--- src/rtl/tlb_page_walker.sv ---
// Two-level hardware page-table walker feeding the tlb update port.
// One walk in flight: fetch the level-1 directory entry, then the level-2 PTE,
// then write a single tlb entry. A non-present level-1 entry writes a negative
// entry and pulses walk_fault. abort_en cancels a walk; if a read is still
// outstanding, its response is drained before the walker goes idle again.
module tlb_page_walker #(
    parameter int unsigned ADDR_WIDTH      = 32,
    parameter int unsigned L1_BITS         = 10,
    parameter int unsigned PAGE_INDEX_BITS = 20,
    parameter int unsigned ASID_WIDTH      = 8
) (
    input  logic                       clk,
    input  logic                       reset,
    input  logic                       miss_valid,
    output logic                       miss_ready,
    input  logic [PAGE_INDEX_BITS-1:0] miss_vpage_idx,
    input  logic [ASID_WIDTH-1:0]      miss_asid,
    input  logic [ADDR_WIDTH-1:0]      page_dir_base,
    input  logic                       abort_en,
    output logic                       mem_req_valid,
    input  logic                       mem_req_ready,
    output logic [ADDR_WIDTH-1:0]      mem_req_addr,
    input  logic                       mem_resp_valid,
    input  logic [31:0]                mem_resp_data,
    output logic                       update_en,
    output logic [PAGE_INDEX_BITS-1:0] update_vpage_idx,
    output logic [ASID_WIDTH-1:0]      update_asid,
    output logic [PAGE_INDEX_BITS-1:0] update_ppage_idx,
    output logic                       update_present,
    output logic                       update_exe_writable,
    output logic                       update_supervisor,
    output logic                       update_global,
    output logic                       walk_fault,
    output logic                       busy
);

    localparam int unsigned L2_BITS = PAGE_INDEX_BITS - L1_BITS;

    typedef enum logic [2:0] {
        StIdle,
        StL1Req,
        StL1Wait,
        StL2Req,
        StL2Wait,
        StWrite,
        StDrain
    } state_e;

    state_e                       state_q, state_d;
    logic [PAGE_INDEX_BITS-1:0]   vpage_q;
    logic [ASID_WIDTH-1:0]        asid_q;
    logic [ADDR_WIDTH-1:0]        addr_q;
    logic [PAGE_INDEX_BITS-1:0]   ppage_q;
    logic [3:0]                   flags_q;   // {global, supervisor, exe_writable, present}
    logic                         fault_q;

    logic                         latch_req;
    logic                         load_l2_addr;
    logic                         load_pte;
    logic                         load_fault;
    logic [ADDR_WIDTH-1:0]        l1_addr;
    logic [ADDR_WIDTH-1:0]        l2_addr;

    // PTE bits [11:4] are reserved and carry no meaning for the tlb.
    logic                         unused_pte_bits;
    assign unused_pte_bits = ^mem_resp_data[11:4];

    // Directory offset wraps modulo the physical address space.
    assign l1_addr = page_dir_base
                   + ADDR_WIDTH'({miss_vpage_idx[PAGE_INDEX_BITS-1 -: L1_BITS], 2'b00});
    assign l2_addr = ADDR_WIDTH'({mem_resp_data[31:12], vpage_q[L2_BITS-1:0], 2'b00});

    // Next-state and handshake decode; abort_en outranks every other event.
    always_comb begin
        state_d       = state_q;
        miss_ready    = 1'b0;
        mem_req_valid = 1'b0;
        update_en     = 1'b0;
        walk_fault    = 1'b0;
        latch_req     = 1'b0;
        load_l2_addr  = 1'b0;
        load_pte      = 1'b0;
        load_fault    = 1'b0;
        unique case (state_q)
            StIdle: begin
                miss_ready = !abort_en;
                if (!abort_en && miss_valid) begin
                    latch_req = 1'b1;
                    state_d   = StL1Req;
                end
            end
            StL1Req, StL2Req: begin
                mem_req_valid = 1'b1;
                if (abort_en) begin
                    // A request accepted in the abort cycle still owes us a response.
                    state_d = mem_req_ready ? StDrain : StIdle;
                end else if (mem_req_ready) begin
                    state_d = (state_q == StL1Req) ? StL1Wait : StL2Wait;
                end
            end
            StL1Wait: begin
                if (abort_en) begin
                    state_d = mem_resp_valid ? StIdle : StDrain;
                end else if (mem_resp_valid) begin
                    if (mem_resp_data[0]) begin
                        load_l2_addr = 1'b1;
                        state_d      = StL2Req;
                    end else begin
                        load_fault = 1'b1;
                        state_d    = StWrite;
                    end
                end
            end
            StL2Wait: begin
                if (abort_en) begin
                    state_d = mem_resp_valid ? StIdle : StDrain;
                end else if (mem_resp_valid) begin
                    load_pte = 1'b1;
                    state_d  = StWrite;
                end
            end
            StWrite: begin
                update_en  = !abort_en;
                walk_fault = !abort_en && fault_q;
                state_d    = StIdle;
            end
            StDrain: begin
                if (mem_resp_valid) begin
                    state_d = StIdle;
                end
            end
            default: state_d = StIdle;
        endcase
    end

    // State register plus latched request, request address and pending tlb entry.
    always_ff @(posedge clk) begin
        if (!reset) begin
            state_q <= StIdle;
            vpage_q <= '0;
            asid_q  <= '0;
            addr_q  <= '0;
            ppage_q <= '0;
            flags_q <= '0;
            fault_q <= 1'b0;
        end else begin
            state_q <= state_d;
            if (latch_req) begin
                vpage_q <= miss_vpage_idx;
                asid_q  <= miss_asid;
                addr_q  <= l1_addr;
                fault_q <= 1'b0;
            end
            if (load_l2_addr) begin
                addr_q <= l2_addr;
            end
            if (load_pte) begin
                ppage_q <= PAGE_INDEX_BITS'(mem_resp_data[31:12]);
                flags_q <= mem_resp_data[3:0];
                fault_q <= 1'b0;
            end
            if (load_fault) begin
                ppage_q <= '0;
                flags_q <= '0;
                fault_q <= 1'b1;
            end
        end
    end

    assign mem_req_addr        = mem_req_valid ? addr_q : '0;
    assign update_vpage_idx    = vpage_q;
    assign update_asid         = asid_q;
    assign update_ppage_idx    = ppage_q;
    assign update_present      = flags_q[0];
    assign update_exe_writable = flags_q[1];
    assign update_supervisor   = flags_q[2];
    assign update_global       = flags_q[3];
    assign busy                = (state_q != StIdle);

endmodule
--- config.mk ---
export PLATFORM = sky130hd
export DESIGN_NAME = tlb_page_walker
export DESIGN_NICKNAME = d
export VERILOG_FILES = /design/src/rtl/tlb_page_walker.sv
export SDC_FILE = /design/constraint.sdc
export NUM_CORES = 1
export LEC_CHECK = 0
export BUFFER_PORTS_ARGS = -buffer_cell sky130_fd_sc_hd__buf_2
export CAP_MARGIN = 20
export CELL_PAD_IN_SITES_DETAIL_PLACEMENT = 0
export CELL_PAD_IN_SITES_GLOBAL_PLACEMENT = 1
export CORE_AREA = 2 2 120 122
export CTS_CLUSTER_DIAMETER = 50
export CTS_CLUSTER_SIZE = 24
export DETAILED_ROUTE_END_ITERATION = 10
export DIE_AREA = 0 0 122 124
export PLACE_DENSITY_LB_ADDON = 0.1
export SLEW_MARGIN = 10
export SYNTH_ARGS = -nofsm -noshare
export SYNTH_HDL_FRONTEND = slang
export SYNTH_SLANG_ARGS = --single-unit
--- constraint.sdc ---
create_clock -name clk -period 3.2 [get_ports clk]
set_input_delay 0.96 -clock clk [delete_from_list [all_inputs] [get_ports clk]]
set_output_delay 0.96 -clock clk [all_outputs]
set_load 0.01 [all_outputs]
==> results of run 1 <==
## worst max path at each step
| stage | start | end | slack, ps | depth (start not counted) |
|---|---|---|---|---|
| detailed placement | miss_vpage_idx[10] | addr_q[20] | 70 | 10 |
| CTS | abort_en | walk_fault | 420 | 6 |
| finish | abort_en | walk_fault | 420 | 6 |
| global placement | miss_vpage_idx[10] | addr_q[20] | 90 | 10 |
| floorplan | miss_vpage_idx[10] | addr_q[20] | 350 | 9 |
| global route | miss_vpage_idx[10] | addr_q[20] | 270 | 10 |
## worst max-delay path: stages
cell and delay [ps]:
buf_2 100, buf_4 170, inv_1 150, and3_1 190, and2_1 120, buf_2 120
## registers in the layout (all words and copies together), names as in the netlist
| name | cells |
|---|---|
| flags_q | 4 |
| update_ppage_idx | 20 |
| update_vpage_idx | 20 |
| update_asid | 8 |
| state_q | 3 |
| addr_q | 32 |
| fault_q | 1 |
## layout make-up
cell class              count  area share, %
multi-input cells         441          43.64
flip-flops and latches     88          29.36
repair buffers            198          17.56
clock buffers              13          4.337
well taps                 180          3.753
inverters                  11         0.6881
clock inverters             3         0.6672
## cells by family (layout without fill, tap and decap cells)
kind of cell / after synthesis / in the layout / share of synthesized area [%]
AO/OA/AOI/OAI: 183 / 183 / 26.89
AND/OR/NAND/NOR: 236 / 236 / 24.60
buffers and inverters: 51 / 225 / 4.772
flip-flops: 88 / 88 / 38.40
XOR/XNOR: 8 / 8 / 1.527
multiplexers: 1 / 1 / 0.2182
adder cells (fa/ha/maj): 13 / 13 / 3.600
## per-stage QoR
step                total power [mW]  hold slack [ps]  cells
floorplan                      2.020            429.8    580
global route                   3.665            472.8    934
finish                         3.452            450.0    934
detailed placement             2.411            443.9    918
global placement               2.390            438.4    918
CTS                            3.498            452.8    934
## synth_stat cells, drive strengths merged (5+ instances only)
master / n / area, um^2
o211ai: 7 / 57.55
nor2b: 6 / 37.54
inv: 11 / 41.29
nor3: 5 / 25.02
dfxtp: 88 / 1762
or3: 6 / 42.54
ha: 10 / 125.1
o22ai: 6 / 37.54
a221oi: 5 / 50.04
nor2: 16 / 65.06
clkbuf: 28 / 105.1
a22o: 7 / 61.31
buf: 12 / 72.57
a22oi: 22 / 165.2
nand2: 130 / 490.5
o21ai: 14 / 70.06
nand3: 9 / 45.04
o2111ai: 6 / 52.55
and2: 37 / 231.5
and3: 9 / 56.30
a21oi: 75 / 379.1
## power by group
group          switching (mW)  internal, mW
combinational           0.633         0.411
sequential             0.0974          1.23
clock                   0.431         0.646
## layer usage
metal  up-vias  part of all wire [%]  GRT usage (%)
li1       2409                     -              -
met1      2201                    44          24.40
met2       141                    48          33.03
met3        14                   6.9          4.396
met4         0                   1.5          7.399
met5         -                     0              0
==> metrics.txt, run 1 <==
total CTS buffers 9; Final Skew 4.389 ps; final setup TNS 0 ps; routed vias between 4,000 and 5,000; YS warnings 0; min-delay worst type flop to flop; worst reg2reg path startpoint state_q[2]; Reg clk slew, reported paths 60 ps; DRT iter0 DRCs 193; Final setup violation count 0; Post-CTS Setup Bufs 0; status finished clean; Clock Path Buffers 2; post-synthesis sequential area ratio a little under two fifths; drt wl/cell 15.92 um; Die X between 100 and 150 um; fmax between 300 and 400 MHz; Worst EP required between 2000 and 2500 ps; core area 13,720 um^2; DRC errors left 0; # nets final 858; cell area power density 575.3 nW/um^2; Reg2Reg Setup Slack 640 ps; minimum clock period around 2800 ps; fin. max-slew vios 0; RePlAce Congestion 0.7948; largest net degree at the start of global routing 52; Root Buffer clkbuf_16; synthesis-to-layout area growth 30.79%; crit path max fanout 12; post-layout instance area 6001 um^2; TritonCTS clock tree done; final core occ 43.74%; most frequent cells in the layout 178 x buf_2, 128 x nand2_1, 88 x dfxtp_1, 74 x a21oi_1, 37 x and2_1; Ant. Diodes 0; ys async rst share 0%; MaxCap Viol Count 0; GR Overflow Total 0; Crit. End Element output pin; total I/O pin count ~190; routed vias/inst between 5 and 6; Placed Area about 5700 um^2; Post-Syn Nets 689; WS Path Type primary input to output pin; Critical Path Source Type primary input; cell depth of the worst min-delay path 2; mapped cell area 4588 um^2; final critical-path share of the clock period 86.82%; FF/Latch Area 1762 um^2; I/O Buffers approximately 180; Slew headroom between 40% and 50%; Multi-input gate area between 2000 and 3000 um^2; Final Hold Fails 0; first-pass GRT wire length 23,110 um; post-route setup slack 421.8 ps; count of mapped cells out of synthesis 580; Yosys reg bits 88; share of layout cells above drive strength 1 29.84%; Filler cells 1,461; Die ar. 15,130 um^2; Rows 43; Slew @ Worst Pin 823.2 ps; worst r2r path cells 6; Hold Crit Start update_ppage_idx[5]; vias in the first global route between 4,000 and 5,000; hold-fix buffers at CTS 0; Syn Area/Cell 7.911 um^2; worst IR drop on VDD 0.0002623 V; Die Span Y 124 um; EDFF count, synth 0; post-CTS sizing 0; Routed Antenna Nets 0; Synth cell types 61; Main synth FF type dfxtp_1; Pre-antenna DRT Iters 6; RSZ-0062 raised after global routing false; number of antenna violations at the first check in global routing 0; Routed WL roughly 15,000 um; Hold Path Sink update_ppage_idx[5]; post-DP HPWL ~11,000 um; Clk Latency, worst-skew pair 340 ps; commonest non-fill, non-tap cell in the layout buf_2; H-tree depth 3; Pleak 2.627 nW; Tot GR Track Use 19.57%; WP data arrival 1820 ps; clock sinks 88; RR Endpoint addr_q[23]; Initial Util 33.44%; Place WS approximately 72 ps
No activity file was read; power rests on OpenSTA's default activity.
==> inputs of run 2 (changes only) <==
--- a/config.mk
+++ b/config.mk
@@ -5,15 +5,16 @@
 export SDC_FILE = /design/constraint.sdc
 export NUM_CORES = 1
 export LEC_CHECK = 0
+export ABC_AREA = 1
 export BUFFER_PORTS_ARGS = -buffer_cell sky130_fd_sc_hd__buf_2
 export CAP_MARGIN = 20
 export CELL_PAD_IN_SITES_DETAIL_PLACEMENT = 0
 export CELL_PAD_IN_SITES_GLOBAL_PLACEMENT = 1
-export CORE_AREA = 2 2 120 122
+export CORE_AREA = 2 2 126 128
 export CTS_CLUSTER_DIAMETER = 50
 export CTS_CLUSTER_SIZE = 24
 export DETAILED_ROUTE_END_ITERATION = 10
-export DIE_AREA = 0 0 122 124
+export DIE_AREA = 0 0 128 130
 export PLACE_DENSITY_LB_ADDON = 0.1
 export SLEW_MARGIN = 10
 export SYNTH_ARGS = -nofsm -noshare
==> metrics.txt, run 2 <==
DRC errors left 0; Initial Util about 33%; Area contributors post-synth dfxtp_1 34%, inv_1 11%, nand2_1 10%; Pre-antenna DRT Iters 4; Clk Latency, worst-skew pair approximately 350 ps; Power Total 2.970 mW; largest net degree at the start of global routing 37; mapped cell area 5121 um^2; first-pass GRT wire length 25,610 um; post-synthesis sequential area ratio about 34%; GR Overflow Total 0; commonest non-fill, non-tap cell in the layout buf_2; Worst EP required roughly 2200 ps; drt wl/cell 14.05 um; ys async rst share 0%; cell area power density 458.9 nW/um^2; compound-gate portion of the synthesized area 15.61%; count of mapped cells out of synthesis 797; min-delay worst type flop to flop; Syn Area/Cell 6.426 um^2; post-synthesis mux area share 0%; adder-cell share of the synthesized area roughly 2.8%; WS Path Type primary input to output pin; fmax 359.7 MHz; max reg flops 32; DRT iter0 DRCs 216; YS warnings 0; # nets final 1,073; EDFF count, synth 0; Final setup violation count 0; I/O Buffers 178; Tot GR Track Use between 10% and 20%; most frequent cells in the layout 178 x buf_2, 149 x inv_1, 141 x nand2_1, 130 x nor2_1, 88 x dfxtp_1; H-tree depth 3; core area approximately 15,000 um^2; number of antenna violations at the first check in global routing 0; status finished clean; synthesis-to-layout area growth 26.36%; minimum clock period approximately 2800 ps; WP data arrival ~1800 ps; Synth cell types 37; Clock Path Buffers 2; worst IR drop on VDD 0.0002968 V; Final Hold Fails 0; TritonCTS clock tree done; Routed WL 16,310 um; Crit. End Element output pin; Most flops, register addr_q; final critical-path share of the clock period between 80% and 90%; Synth Area in XOR/XNOR 0%; RSZ-0062 raised after global routing false; largest family of logic cells by synthesized area simple AND/OR/NAND/NOR gates; RePlAce Congestion slightly below 0.8; Post-Synth Simple-Gate Area 32.20%; Root Buffer clkbuf_16; Die ar. 16,640 um^2; total I/O pin count 187; Reg clk slew, reported paths 60 ps; Pleak 3.184 nW; vias in the first global route roughly 5,000; routed vias/inst 4.578; largest area contributor in the netlist dfxtp_1; Routed Antenna Nets 0; Slew headroom between 50 and 60%; most common cell in the synthesized netlist inv_1; Yosys reg bits 88; post-CTS sizing 0; total CTS buffers 9; Synth top area share 34.40%; Die X 128 um; Post-Syn Nets between 900 and 1,000; share of layout cells above drive strength 1 23.43%; Post-CTS Setup Bufs 0; clock sinks 88; MaxCap Viol Count 0; Synth top cells by count 149 x inv_1, 141 x nand2_1, 130 x nor2_1; Ant. Diodes 0; Slew @ Worst Pin 683.5 ps; post-DP HPWL 12,780 um; final setup TNS 0 ps; crit path max fanout 10; Critical Path Source Type primary input; fin. max-slew vios 0; Final Skew 7.260 ps; hold-fix buffers at CTS 0; Rows 46; routed vias 5,315; Die Span Y 130 um; Main synth FF type dfxtp_1
-- run 2: changes by cell type after synthesis, sizes merged, moves of 16 or more --
cell,delta
inv,+143
nor2,+119
nand3,+53
and2,-36
a21oi,-27
a22oi,-22
o22ai,+20
a211oi,+19
o21ai,+16
-- run 2: final cells by class --
class | instances | area (um^2)
Timing Repair Buffer | 186 | 988.4
Clock inverter | 4 | 52.55
Clock buffer | 12 | 256.5
Inverter | 154 | 578.1
Tap cell | 192 | 240.2
Multi-Input combinational cell | 525 | 2594
Fill cell | 1779 | 8954
Sequential cell | 88 | 1762
-- run 2: worst paths after layout --
kind	slack [ps]	endpoint	depth (start not counted)	from
worst max-delay path	420	walk_fault	6	abort_en
worst min-delay path	460	addr_q[1]	2	addr_q[1]
worst max register to register	1480	addr_q[8]	8	state_q[1]
worst min register to register	460	addr_q[1]	2	addr_q[1]
-- run 2: power by group --
group | internal [mW] | switching, mW
sequential | 1.17 | 0.0302
clock | 0.650 | 0.459
combinational | 0.234 | 0.425
-- run 2: cells by family after synthesis --
logic type	Yosys count
AO/OA/AOI/OAI	136
adder cells (fa/ha/maj)	11
buffers and inverters	184
flip-flops	88
AND/OR/NAND/NOR	378
-- run 2: metrics by stage --
step | instance area, um^2 | hold WS, ps | worst slack (ps) | cells | util (%)
floorplan | 5121 | 435.7 | 422.1 | 797 | -
global placement | 6162 | 451.5 | 372.6 | 1145 | 39.95
detailed placement | 6162 | 453.1 | 380.3 | 1145 | 39.95
CTS | 6471 | 464.2 | 409.8 | 1161 | 41.95
global route | 6471 | 477.3 | 305.3 | 1161 | 41.95
finish | 6471 | 462.2 | 420.0 | 1161 | 41.95
-- run 2: worst max-delay path, stage by stage --
cell	delay (ps)
buf_2	180
nor2_1	150
inv_1	70
nor3_1	190
and2_1	150
buf_2	120
-- run 2: layer usage --
layer  wire, um  global-route usage, %
met4        272                  5.818
met1       8070                  27.19
met3        675                  3.198
met2       7295                  32.24
met5          0                      0
